<file path="src/rtl/ex_mem_pipe.sv">
// ex_mem_pipe: EX->MEM pipeline register with valid/ready flow control.
//
// Carries the EX results (ALU result, store data, PC+4, write-back select,
// destination register, store / register-write flags) into MEM.
// SKID=1 adds a second (skid) entry so that ex_ready comes straight from
// state flops. SKID=0 keeps one entry and a combinational ex_ready.
// flush drops every held beat and any beat accepted in the same cycle.
// A saturating counter records cycles where MEM stalls a valid beat.
//
// Ports:
//   clk, rst_n           clock, synchronous active-low reset
//   flush                drop held and incoming beats this cycle
//   ex_valid / ex_ready  EX-side handshake
//   ex_*                 EX payload
//   mem_valid/mem_ready  MEM-side handshake (main entry)
//   mem_*                main-entry payload; memwr/regwr gated by mem_valid
//   mem_stall_cnt        saturating count of mem_valid & !mem_ready cycles
module ex_mem_pipe #(
    parameter int unsigned XLEN    = 32,
    parameter int unsigned RADDR_W = 5,
    parameter int unsigned WBSEL_W = 2,
    parameter int unsigned SKID    = 1,
    parameter int unsigned CNT_W   = 16
) (
    input  logic               clk,
    input  logic               rst_n,
    input  logic               flush,
    input  logic               ex_valid,
    output logic               ex_ready,
    input  logic [XLEN-1:0]    ex_alu_res,
    input  logic [XLEN-1:0]    ex_rs2o,
    input  logic [XLEN-1:0]    ex_pcp4,
    input  logic               ex_memwr,
    input  logic               ex_regwr,
    input  logic [WBSEL_W-1:0] ex_wbsel,
    input  logic [RADDR_W-1:0] ex_rdaddr,
    output logic               mem_valid,
    input  logic               mem_ready,
    output logic [XLEN-1:0]    mem_alu_res,
    output logic [XLEN-1:0]    mem_rs2o,
    output logic [XLEN-1:0]    mem_pcp4,
    output logic [WBSEL_W-1:0] mem_wbsel,
    output logic [RADDR_W-1:0] mem_rdaddr,
    output logic               mem_memwr,
    output logic               mem_regwr,
    output logic [CNT_W-1:0]   mem_stall_cnt
);

    localparam int unsigned PW = 3 * XLEN + WBSEL_W + RADDR_W + 2;

    typedef enum logic [1:0] {StEmpty, StOne, StTwo} occ_e;

    occ_e            state_q, state_d;
    logic [PW-1:0]   main_q, main_d;
    logic [PW-1:0]   skid_q, skid_d;
    logic [PW-1:0]   ex_beat;
    logic            accept, transfer;
    logic            main_memwr, main_regwr;
    logic [CNT_W-1:0] cnt_q;

    assign ex_beat = {ex_alu_res, ex_rs2o, ex_pcp4, ex_wbsel, ex_rdaddr, ex_memwr, ex_regwr};

    assign mem_valid = (state_q != StEmpty);

    // With a skid entry, ready depends only on occupancy flops.
    always_comb begin
        ex_ready = 1'b0;
        if (SKID != 0) begin
            ex_ready = (state_q != StTwo);
        end else begin
            ex_ready = (state_q == StEmpty) | mem_ready;
        end
    end

    assign accept   = ex_valid & ex_ready;
    assign transfer = mem_valid & mem_ready;

    always_comb begin
        state_d = state_q;
        main_d  = main_q;
        skid_d  = skid_q;
        unique case (state_q)
            StEmpty: begin
                if (accept) begin
                    main_d  = ex_beat;
                    state_d = StOne;
                end
            end
            StOne: begin
                if (accept && transfer) begin
                    main_d = ex_beat;
                end else if (accept) begin
                    // Only reachable with SKID=1: younger beat parks in skid.
                    skid_d  = ex_beat;
                    state_d = StTwo;
                end else if (transfer) begin
                    state_d = StEmpty;
                end
            end
            StTwo: begin
                if (transfer) begin
                    main_d  = skid_q;
                    state_d = StOne;
                end
            end
            default: state_d = StEmpty;
        endcase
        // Flush wins: empty the stage, leave payload untouched.
        if (flush) begin
            state_d = StEmpty;
            main_d  = main_q;
            skid_d  = skid_q;
        end
    end

    always_ff @(posedge clk) begin
        if (!rst_n) begin
            state_q <= StEmpty;
            main_q  <= '0;
            skid_q  <= '0;
        end else begin
            state_q <= state_d;
            main_q  <= main_d;
            skid_q  <= skid_d;
        end
    end

    always_ff @(posedge clk) begin
        if (!rst_n) begin
            cnt_q <= '0;
        end else if (mem_valid && !mem_ready && !(&cnt_q)) begin
            cnt_q <= cnt_q + {{(CNT_W-1){1'b0}}, 1'b1};
        end
    end

    assign {mem_alu_res, mem_rs2o, mem_pcp4, mem_wbsel, mem_rdaddr, main_memwr, main_regwr} = main_q;

    assign mem_memwr     = main_memwr & mem_valid;
    assign mem_regwr     = main_regwr & mem_valid;
    assign mem_stall_cnt = cnt_q;

endmodule

</file>
<file path="config.mk">
export PLATFORM = sky130hd
export DESIGN_NAME = ex_mem_pipe
export DESIGN_NICKNAME = d
export VERILOG_FILES = /design/src/rtl/ex_mem_pipe.sv
export SDC_FILE = /design/constraint.sdc
export NUM_CORES = 1
export LEC_CHECK = 0
export BUFFER_PORTS_ARGS = -buffer_cell sky130_fd_sc_hd__buf_2
export CORE_MARGIN = 2
export CORE_UTILIZATION = 50
export DETAILED_ROUTE_END_ITERATION = 6
export GPL_TIMING_DRIVEN = 0
export HOLD_SLACK_MARGIN = 0.02
export PLACE_DENSITY = 0.71
export SLEW_MARGIN = 30
export SYNTH_ARGS = -nofsm -noshare
export SYNTH_HDL_FRONTEND = slang
export SYNTH_SLANG_ARGS = --single-unit
</file>
<file path="constraint.sdc">
create_clock -name clk -period 2.47 [get_ports clk]
set_input_delay 0.494 -clock clk [delete_from_list [all_inputs] [get_ports clk]]
set_output_delay 0.494 -clock clk [all_outputs]
set_load 0.01 [all_outputs]
</file>
Word-level counts from Yosys, hierarchy flattened
Cells that the tools add are included.
{"block": "word_totals", "out_inout_bits": 123, "reg_bits": 228, "wordCells": 43, "input_bits": 110}
{"block": "classes", "n_reduce_logical": 13, "muxes": 10, "add_sub_neg": 1, "bitwise": 7, "eq_ne": 8}
{"op": "105-bit two-way mux", "count": 3}
{"op": "105-bit one-hot mux with 3 select lines", "count": 1}
{"op": "16-bit by 1-bit adder with 16-bit output (second input constant)", "count": 1}
{"op": "16-bit AND reduction", "count": 1}
{"op": "2-bit two-way mux", "count": 5}
{"op": "2-bit inequality test (second input constant)", "count": 5}
{"op": "4-bit AND reduction", "count": 2}
{"op": "2-bit one-hot mux with 3 select lines", "count": 1}
{"op": "5-bit AND reduction", "count": 1}
{"op": "1-bit bitwise AND", "count": 4}
{"op": "1-bit logical AND", "count": 3}
{"op": "3-bit inequality test (second input constant)", "count": 1}
{"op": "1-bit inverter", "count": 3}
{"op": "3-bit nonzero test", "count": 1}
{"op": "2-bit by 1-bit == test with 1-bit output (second input constant)", "count": 1}
{"op": "2-bit == test (second input constant)", "count": 1}
{"op": "1-bit logical NOT", "count": 2}
{"op": "2-bit logical NOT", "count": 1}
{"op": "2-bit nonzero test", "count": 1}
{"op": "2-bit OR reduction", "count": 1}

Longest topological paths before layout
{"block": "logic_depth", "word_depth": 6, "mapped_depth": 7, "mapped_depth_nobuf": 5}

Worst setup path after synthesis
No wires, ideal clock.
{"block": "synth_timing", "path_kind": "register to register", "start": "register cnt_q[0], in the netlist mem_stall_cnt[0]", "end": "register cnt_q[5], in the netlist mem_stall_cnt[5]", "path_slack_ns": 0.666, "arrival_ns": 1.670, "path_stages_with_launch": 6, "synth_period_minus_slack_ns": 1.804, "t_required_ns": 2.336, "path_buffers": 0, "setup_time_ns": 0.134, "path_cell_list": "dfxtp_1 ha_1 nand3_1 nor3_2 nor4_1 or4_1"}
{"block": "synth_via", "elab_chain_cells": 3, "word_cells_on_any_way": 4, "cone_classes": "1 x add/sub; 3 x reduce/logical"}
{"element": "start: declaration", "line_no": "59", "text": "logic [CNT_W-1:0] cnt_q;"}
{"element": "start signal: assignment", "line_no": "132", "text": "cnt_q <= cnt_q + {{(CNT_W-1){1'b0}}, 1'b1};"}
{"element": "branches (longest 3 deep; another with 16-bit by 1-bit adder with 16-bit output)"}
Several ways; the timed one is not identified.
A chain may end at the register's enable or synchronous reset.

Worst setup path after layout
{"block": "layout_timing", "start": "register state_q[0]", "end": "output port ex_ready"}
{"block": "layout_via", "elab_chain_cells": 1}
{"element": "start: declaration", "line_no": "53", "text": "occ_e state_q, state_d;"}
{"element": "start signal: assignment", "line_no": "118", "text": "state_q <= StEmpty;"}
{"element": "start signal: assignment", "line_no": "122", "text": "state_q <= state_d;"}
{"element": "2-bit inequality test", "line_no": "69", "text": "ex_ready = (state_q != StTwo);"}
{"element": "end: declaration", "line_no": "29", "text": "output logic ex_ready,"}
Every way passes these cells.

==> metrics <==
Mapped Cells 1,196; critical-path cell list nand2b_1 -> buf_2 -> buf_2 -> buf_2; largest net degree at the start of global routing 13; Tcrit/Tclk final 0.931; worst vdd ir 0.000551 V; # Post-CTS Setup Buffers 0; root buffer cell clkbuf_16; CP dominant cell by count buf_2; First-pass DRT Iterations 6; Worst setup SP type flop; CP endpoint kind output port; port bufs 230; dominant synthesized flop cell dfxtp_1; Max transition margin 0.426; via count 9,597; DIE HEIGHT 153 µm; post-synth cell types 50; Final TNS setup 0 ns; Synth Area in Compound Gates 0.234; DRC 0; Initial Util 0.509; Via-to-Cell Ratio 5.47; most frequent cells in the layout buf_2, nand2_1, dfxtp_1; post-synthesis mux area share 0.120; RSZ-0062 raised after global routing no; post-DP HPWL 21.2 mm; Setup violations, final 0; CTS tree done; Post-Syn Area 0.0111 mm²; PD cells 648 mW/mm²; final-layout fill cell count 1,954; Seq/Total Area, Yosys 0.412; async set-or-reset flop fraction in the synthesized netlist 0; fmax 435 MHz; WP data arrival 1.81 ns; WS Path Type reg2out; post-synthesis adder-cell area fraction 0.00113; fin. max-slew vios 0; CP max FO 10; hold-fix buffers at CTS 0; simple-gate share of the synthesized area 0.115; Warnings, synthesis 0; share of cells above drive strength 1 0.359; Worst path max stage delay 0.45 ns; largest family of logic cells by synthesized area compound AO/OA/AOI/OAI gates; die width 153 µm; WL final 30.5 mm; clk_lat worst skew 0.51 ns; Sinks on Clock Net 228; vias in the first global route 9,262; first-pass GRT wire length 48.6 mm; Worst EP required 1.98 ns; Tot GR Track Use 0.252; type of the worst min-delay path in2reg; Post-synth EDFFs 0; commonest non-fill, non-tap cell in the layout buf_2; core area 0.0218 mm²; std cell rows 54; fin crit period 2.30 ns; H-tree Lvls 1; Initial DRC Count 541; outcome finished, final reports clean; Num CTS Buffers 25; die area 0.0234 mm²; max_cap viols 0; antenna violations before repair 9; Max Buffers Root-to-Sink 3; fin nets 1,564; Slowest-stage cell, CP dfxtp_1; Avg WL per Cell 17.4 µm; Yosys reg bits 228; Synth Area in XOR/XNOR 0; GRT Residual Overflow 0; Hold Fails Final Rpt 0; gpl congestion 0.938; synthesis-to-finish area growth 20.8%; Syn Area/Cell 9.26 µm²; clk_skew 0.00600 ns; post-synth net total 1,307; minimum hold slack 0.224 ns; IO Pins 233; clock transition at the registers of the reported paths 0.06 ns; Worst-Margin Slew 0.860 ns; DRT antenna net count 0; PostCTS Resize Cnt 0; Lkg Pwr 0.00579 µW
kinds of logic (layout without fill, tap and decap cells):
| family | count (synthesis) | in the layout |
|---|---|---|
| AO/OA/AOI/OAI | 345 | 345 |
| adder cells (fa/ha/maj) | 1 | 1 |
| buffers and inverters | 218 | 492 |
| flip-flops | 228 | 228 |
| multiplexers | 108 | 108 |
| other | 0 | 6 |
| AND/OR/NAND/NOR | 296 | 296 |
final cells by class:
| type | count | area, µm² | area share |
|---|---|---|---|
| inverter | 2 | 7.51 | 0.000561 |
| buffer | 216 | 1300 | 0.0970 |
| antenna | 6 | 15.0 | 0.00112 |
| multi-input combinational | 750 | 5210 | 0.389 |
| clock buffer | 39 | 738 | 0.0552 |
| timing repair buffer | 230 | 1150 | 0.0860 |
| tap | 280 | 350 | 0.0262 |
| clock inverter | 5 | 50.0 | 0.00374 |
| sequential | 228 | 4560 | 0.341 |
synth_stat cells (2+ instances only):
master    number  share of area
mux2_2        75          0.076
o211ai_1       3         0.0020
or2_2          2         0.0011
nand2_1      230          0.078
nor2_1         6         0.0020
and4b_1        2         0.0018
nand3_1        6         0.0027
nor3_2         2         0.0018
o311ai_1       2         0.0016
a21oi_1      111          0.050
nand2b_1       7         0.0040
nor4_1         7         0.0040
buf_1          2        0.00068
buf_2         33          0.015
o31ai_1        3         0.0020
and2_1         3         0.0017
mux2i_1        3         0.0027
clkbuf_1      67          0.023
or3_1          6         0.0034
mux2_4        30          0.041
o311a_1      105          0.095
nor3_1        10         0.0045
o21bai_1     105          0.071
dfxtp_1      228           0.41
or4_1          3         0.0020
a31oi_1        2         0.0011
buf_6          5         0.0051
o211a_1        2         0.0018
nand4_1        7         0.0040
buf_4        109          0.074
worst paths after layout:
| check | start | endpoint | slack [ns] | depth (start not counted) |
|---|---|---|---|---|
| max | state_q[0] | ex_ready | 0.17 | 4 |
| min | ex_alu_res[21] | skid_q[94] | 0.22 | 3 |
| max reg2reg | state_q[0] | skid_q[76] | 0.26 | 6 |
| min reg2reg | skid_q[93] | skid_q[93] | 0.45 | 2 |
flip-flops by register name (all words and copies together) (netlist names):
signal	cells
main_q	105
skid_q	105
mem_stall_cnt	16
state_q	2
worst max-delay path, delay by kind of cell (launching register included):
family | cells | cell delay [ns]
buffers and inverters | 3 | 0.71
DFF | 1 | 0.45
and+or+nand+nor | 1 | 0.13
metrics by stage:
stage	setup WS, ns	power (µW)	util	area (µm²)	std cells
after floorplan	0.666	4720	-	11100	1196
final	0.170	8670	0.615	13400	1756
after global placement	0.117	5110	0.578	12600	1706
after detailed placement	0.0165	5130	0.578	12600	1706
after global routing	0.0391	9010	0.615	13400	1752
after CTS	0.134	8760	0.614	13400	1750
metal layers:
metal	vias to the layer above	global-route usage	share of wire
met2	307	0.408	0.46
met4	6	0.0683	0.024
met1	4500	0.347	0.46
li1	4727	-	-
met3	57	0.0459	0.060
met5	-	0	0.0014
power by group:
group	leakage (µW)	internal, µW	total [µW]	switching (µW)
Combinational	0.00355	585	1160	574
Sequential	0.00186	3820	3890	74.8
Clock	0.000390	2140	3620	1480
No activity file was read; power rests on OpenSTA's default activity.
